File: config.mk
export PLATFORM = sky130hd
export DESIGN_NAME = rs_latch_writer
export DESIGN_NICKNAME = d
export VERILOG_FILES = /design/src/rtl/rs_latch_writer.sv
export SDC_FILE = /design/constraint.sdc
export NUM_CORES = 1
export LEC_CHECK = 0
export ABC_AREA = 1
export CAP_MARGIN = 5
export CORE_MARGIN = 2
export CORE_UTILIZATION = 47
export CTS_BUF_LIST = sky130_fd_sc_hd__clkbuf_4
export DETAILED_ROUTE_END_ITERATION = 10
export PLACE_DENSITY = 0.72
export SYNTH_ARGS = -nofsm -noshare
export SYNTH_HDL_FRONTEND = slang
export SYNTH_SLANG_ARGS = --single-unit
File: constraint.sdc
create_clock -name Clk -period 3.1 [get_ports Clk]
set_input_delay 0.62 -clock Clk [delete_from_list [all_inputs] [get_ports Clk]]
set_output_delay 0.62 -clock Clk [all_outputs]
set_load 0.01 [all_outputs]
File: src/rtl/rs_latch_writer.sv
// Write controller for a gated RS latch: timed S/R pulse, settle window,
// Q/Qn readback with bounded automatic retries.
module rs_latch_writer #(
    parameter int PULSE_W   = 2,
    parameter int SETTLE_W  = 1,
    parameter int MAX_RETRY = 1
) (
    input  logic Clk,
    input  logic Rst_n,
    input  logic Wr_valid,
    input  logic Wr_data,
    output logic Wr_ready,
    output logic S_out,
    output logic R_out,
    input  logic Q_in,
    input  logic Qn_in,
    output logic Done,
    output logic Err,
    output logic Rd_q
);

    typedef enum logic [1:0] {
        IDLE,
        PULSE,
        SETTLE,
        CHECK
    } state_t;

    state_t     state;
    logic [3:0] cnt;
    logic [2:0] retry;
    logic       data;
    logic       accept;
    logic       pass;

    assign Wr_ready = (state == IDLE) & Rst_n;
    assign accept   = Wr_valid & Wr_ready;
    // Q_in==Qn_in can never match data/~data, so an invalid latch state always fails.
    assign pass     = (Q_in == data) && (Qn_in == ~data);

    // Captured write value is datapath only and needs no reset.
    always_ff @(posedge Clk) begin
        if (accept) begin
            data <= Wr_data;
        end
    end

    always_ff @(posedge Clk) begin
        if (!Rst_n) begin
            state <= IDLE;
            cnt   <= 4'd0;
            retry <= 3'd0;
            S_out <= 1'b0;
            R_out <= 1'b0;
            Done  <= 1'b0;
            Err   <= 1'b0;
            Rd_q  <= 1'b0;
        end else begin
            Done <= 1'b0;
            case (state)
                IDLE: begin
                    if (Wr_valid) begin
                        retry <= 3'd0;
                        cnt   <= 4'(PULSE_W - 1);
                        S_out <= Wr_data;
                        R_out <= ~Wr_data;
                        state <= PULSE;
                    end
                end
                PULSE: begin
                    if (cnt == 4'd0) begin
                        S_out <= 1'b0;
                        R_out <= 1'b0;
                        cnt   <= 4'(SETTLE_W - 1);
                        state <= SETTLE;
                    end else begin
                        cnt <= cnt - 4'd1;
                    end
                end
                SETTLE: begin
                    if (cnt == 4'd0) begin
                        state <= CHECK;
                    end else begin
                        cnt <= cnt - 4'd1;
                    end
                end
                CHECK: begin
                    if (pass) begin
                        Done  <= 1'b1;
                        Err   <= 1'b0;
                        Rd_q  <= Q_in;
                        state <= IDLE;
                    end else if (retry < 3'(MAX_RETRY)) begin
                        retry <= retry + 3'd1;
                        cnt   <= 4'(PULSE_W - 1);
                        S_out <= data;
                        R_out <= ~data;
                        state <= PULSE;
                    end else begin
                        Done  <= 1'b1;
                        Err   <= 1'b1;
                        Rd_q  <= Q_in;
                        state <= IDLE;
                    end
                end
                default: begin
                    S_out <= 1'b0;
                    R_out <= 1'b0;
                    state <= IDLE;
                end
            endcase
        end
    end

endmodule

-- After elaboration in Yosys (flattened, before gate mapping)
Index checks and enable logic that the tools add are counted.
- register bits after elaboration: 15
- input bits: 6
- output and inout bits: 6
- word-level logic and storage cells: 70
- $add $sub $neg: 2
- $lt $le $gt $ge: 1
- equality and inequality tests: 12
- multiplexer cells: 31
- bitwise gates (word level): 4
- reduce and logical (&&, ||, !) cells: 11
- operator list (operator ; count):
    $mux W4 ; 5
    $pmux W4 S4 ; 1
    $mux W1 ; 15
    $ne A2 B2 Y1 const B ; 7
    $mux W3 ; 3
    $pmux W2 S4 ; 1
    $reduce_and A4 Y1 ; 2
    $mux W2 ; 3
    $pmux W1 S3 ; 2
    $pmux W3 S2 ; 1
    $reduce_and A5 Y1 ; 1
    $eq A2 B2 Y1 const B ; 2
    $logic_not A4 Y1 ; 1
    $reduce_and A2 Y1 ; 2
    $sub A4 B1 Y4 const B ; 1
    $add A3 B1 Y3 const B ; 1
    $lt A3 B1 Y1 const B ; 1
    $reduce_and A3 Y1 ; 1
    $reduce_bool A3 Y1 ; 1
    $and A1 B1 Y1 ; 2
    $eq A1 B1 Y1 ; 2
    $eq A2 B1 Y1 const B ; 1
    $logic_not A2 Y1 ; 1
    $not A1 Y1 ; 2
    2 further kinds ; 2

-- Logic depth before layout (Yosys ltp)
- depth after elaboration: 5
- depth in mapped cells: 11
- mapped depth without buffers: 11

-- Worst setup path before layout
Ideal clock, no wire load.
- kind: input-to-output
- start: input Rst_n
- end: output Wr_ready
- arrival: 1.023 ns
- required time: 2.480 ns
- slack: 1.457 ns
- cell stages on the path: 3
- buffers on the path: 1
- cell sequence: clkbuf_1 -> nand2_1 -> inv_1
- cells in the longest elaborated chain, start to end: 1
- ends and longest elaborated chain (item ; RTL line ; RTL):
    start, declared ; 9 ; input logic Rst_n,
    $and A1 B1 Y1 ; 36 ; assign Wr_ready = (state == IDLE) & Rst_n;
    end, declared ; 12 ; output logic Wr_ready,
Every way passes these cells.

-- Worst setup path after layout
Same ends and word-level chain as after synthesis.

==> reports/qor.tcl <==
set qor(antenna_found_initial) 0
set qor(vias) 862
set qor(slowest_stage) {sky130_fd_sc_hd__clkdlybuf4s50_1}
set qor(finalClockSkew_ns) 0.002981
set qor(grt_setup_unrepaired) {false}
set qor(grt_max_degree) 15
set qor(core_area_um2) 1764
set qor(floorplan.io_pins) 12
set qor(grt_pass1_wl_um) 2932
set qor(setup_ws_ns) 0.6953
set qor(clk_root_buffer_cell) {sky130_fd_sc_hd__clkbuf_4}
set qor(antenna_cells) 0
set qor(outcome) {finished, final reports clean}
set qor(cts_resized) 0
set qor(netlist.top_cell.by_area) {sky130_fd_sc_hd__dfxtp_1}
set qor(syn_avg_cell_area_um2) 6.751
set qor(finalCriticalPeriod_ns) 2.405
set qor(area_growth_pct) 17.43
set qor(floorplan.initialDensity_pct) 51.28
set qor(share_of_the_synthesized_area_in_the_top_cell_type_pct) 30.98
set qor(dpl.hpwl_um) 1348
set qor(tightest_slew_ns) 0.2404
set qor(chipHeight_um) 47.87
set qor(gpl.final_weighted_congestion) 0.8256
set qor(synth_unique_cells) 18
set qor(cts_num_sinks) 15
set qor(ir_drop_uv) 515.7
set qor(crit_arrival_ns) 1.78
set qor(cp_common_cell) {sky130_fd_sc_hd__clkdlybuf4s50_1}
set qor(dpl-instance-area_um2) 1035
set qor(via_count_of_the_first_global_routing_pass) 767
set qor(globalRouteTotalUtil_pct) 18.36
set qor(clock_tree_from_tritoncts) {done}
set qor(critical_path_peak_fanout) 2
set qor(design.final.nets) 163
set qor(postCtsSetupRepairBufs) 0
set qor(die_area_um2) 2292
set qor(portbufs) 11
set qor(synth-seq-cells) 15
set qor(ant_nets) 0
set qor(holdBufCountCts) 0
set qor(synth_fp_nets) 148
set qor(synth_top_cells_by_area) {sky130_fd_sc_hd__dfxtp_1 (31%), sky130_fd_sc_hd__nand2_1 (15%), sky130_fd_sc_hd__ha_1 (11%)}
set qor(routed_wire_length_per_instance_um) 9.983
set qor(cts-root-to-sink-buffers) 2
set qor(power_leakage_nw) 0.5498
set qor(timing.reg2reg.worst_path_depth) 9
set qor(maxCapViolCount) 0
set qor(timing.max_slew.rel_slack_pct) 83.85
set qor(post-place-ws_ns) 0.6958
set qor(finalInstanceArea_um2) 1062
set qor(drt_pre_antenna_iters) 4
set qor(numCtsBuffers) 3
set qor(clock_latency_ns) 0.28
set qor(timing_limited_maximum_frequency_ghz) 0.4158
set qor(placement_rows) 15
set qor(worst_endpoint_required_time_ns) 2.48
set qor(worstPathCellList) {clkdlybuf4s50_1, nand2_1, inv_1, clkdlybuf4s50_1}
set qor(holdPathStages) 2
set qor(floorplan.die.width_um) 47.87
set qor(path_class) {primary input to output port}
set qor(setup_viol_count_final) 0
set qor(worstSetupEndpointType) {output port}
set qor(post_synth_inst_count) 134
set qor(initialDrtViolationCount) 19
set qor(yosysWarningCount) 0
set qor(p_per_area_nw_per_um2) 881.5
set qor(hold_path_class) {flip-flop to flip-flop}
set qor(timing.critical_path.from_type) {primary input}
set qor(clock_transition_at_the_registers_of_the_reported_paths_ns) 0.09
set qor(finalHoldViolCount) 0
set qor(layout-drive-gt1-share_pct) 6.081
set qor(global_route.overflow_total) 0
set qor(syn-cell-area_um2) 904.6
set qor(finalMaxSlewViolations) 0
set qor(wirelength_um) 1727
set qor(final.fill_count) 188
set qor(drc_errors) 0
set qor(post_route_setup_tns_ns) 0
set qor(route.detailed.vias_per_inst) 4.983
set qor(h-tree-depth) 1
set qor(final.period_utilization_pct) 77.57
set qor(critical_path.max_stage_delay_ns) 0.52
set qor(synth.yosys.seq_area_share_pct) 34.30
placed cells by master (no fill, tap or decap):
cell,n
sky130_fd_sc_hd__a21boi_0,1
sky130_fd_sc_hd__a21oi_1,10
sky130_fd_sc_hd__buf_4,1
sky130_fd_sc_hd__clkbuf_4,3
sky130_fd_sc_hd__clkdlybuf4s50_1,11
sky130_fd_sc_hd__clkinv_2,1
sky130_fd_sc_hd__dfxtp_1,14
sky130_fd_sc_hd__edfxtp_1,1
sky130_fd_sc_hd__ha_1,8
sky130_fd_sc_hd__inv_1,26
sky130_fd_sc_hd__nand2_1,36
sky130_fd_sc_hd__nand2_2,2
sky130_fd_sc_hd__nand2_4,1
sky130_fd_sc_hd__nand3_1,11
sky130_fd_sc_hd__nand4_1,1
sky130_fd_sc_hd__nor2_1,14
sky130_fd_sc_hd__nor3_1,1
sky130_fd_sc_hd__nor3_4,1
sky130_fd_sc_hd__o21ai_0,4
sky130_fd_sc_hd__o22ai_1,1
Yosys cell counts (all sizes together):
master,count
nand3,11
a21boi,1
inv,26
a21oi,10
nand4,1
ha,8
nor3,2
nand2,39
o22ai,1
edfxtp,1
o21ai,4
dfxtp,14
clkbuf,1
buf,1
nor2,14
critical path: cells and delay by family:
kind	cells	cell delay (ns)
buffers and inverters	3	1.08
and+or+nand+nor	1	0.08
registers in the layout (all words and copies together), names as in the netlist:
name,flops
state,2
retry,3
Err,1
cnt,4
S_out,1
Rd_q,1
data,1
R_out,1
Done,1
worst paths after layout:
check / from / endpoint / slack (ns)
max: Rst_n / Wr_ready / 0.70
min: Err$_SDFFE_PN0P_ / Err$_SDFFE_PN0P_ / 0.47
max reg2reg: state[0]$_SDFFE_PN0P_ / S_out$_SDFFE_PN0P_ / 1.43
min reg2reg: Err$_SDFFE_PN0P_ / Err$_SDFFE_PN0P_ / 0.47
metal layers:
| layer | share of wire [%] | GRT usage [%] | vias to the layer above |
|---|---|---|---|
| li1 | - | - | 439 |
| met1 | 43 | 19.68 | 396 |
| met2 | 50 | 34.40 | 22 |
| met3 | 4.7 | 3.396 | 5 |
| met4 | 2.0 | 8.108 | 0 |
| met5 | 0 | 0 | - |
kinds of logic (layout without fill, tap and decap cells):
group           after synthesis  count (layout)  synth area share, %
compound gates               16              16                9.268
simple gates                 67              67                32.50
fa+ha+maj                     8               8                11.07
flops                        15              15                34.30
buf+inv                      28              42                12.86
cell type report:
cell class                 instances  area, um^2  share of cell area [%]
clock inverter                     1       5.005                  0.4711
clock buffer                       3       22.52                   2.120
tap                               25       31.28                   2.945
timing repair buffer              12       117.6                   11.07
sequential                        15       310.3                   29.21
multi-input combinational         91       478.0                   44.99
inverter                          26       97.59                   9.187
metrics by stage:
stage / std cells / hold slack [ns] / util, % / power, mW
finish: 173 / 0.4696 / 60.21 / 0.9364
global placement: 169 / 0.4506 / 58.65 / 0.8098
floorplan: 134 / 0.4637 / - / 0.7014
detailed placement: 169 / 0.4589 / 58.65 / 0.8265
global route: 173 / 0.4907 / 60.21 / 1.038
CTS: 173 / 0.4744 / 60.21 / 0.9466
where the power goes:
part           switching, mW  internal [mW]  total (mW)
sequential            0.0455          0.256       0.302
clock                 0.0643         0.0479       0.112
combinational          0.312          0.210       0.522
Note: power is estimated with default switching activity, not from simulation.
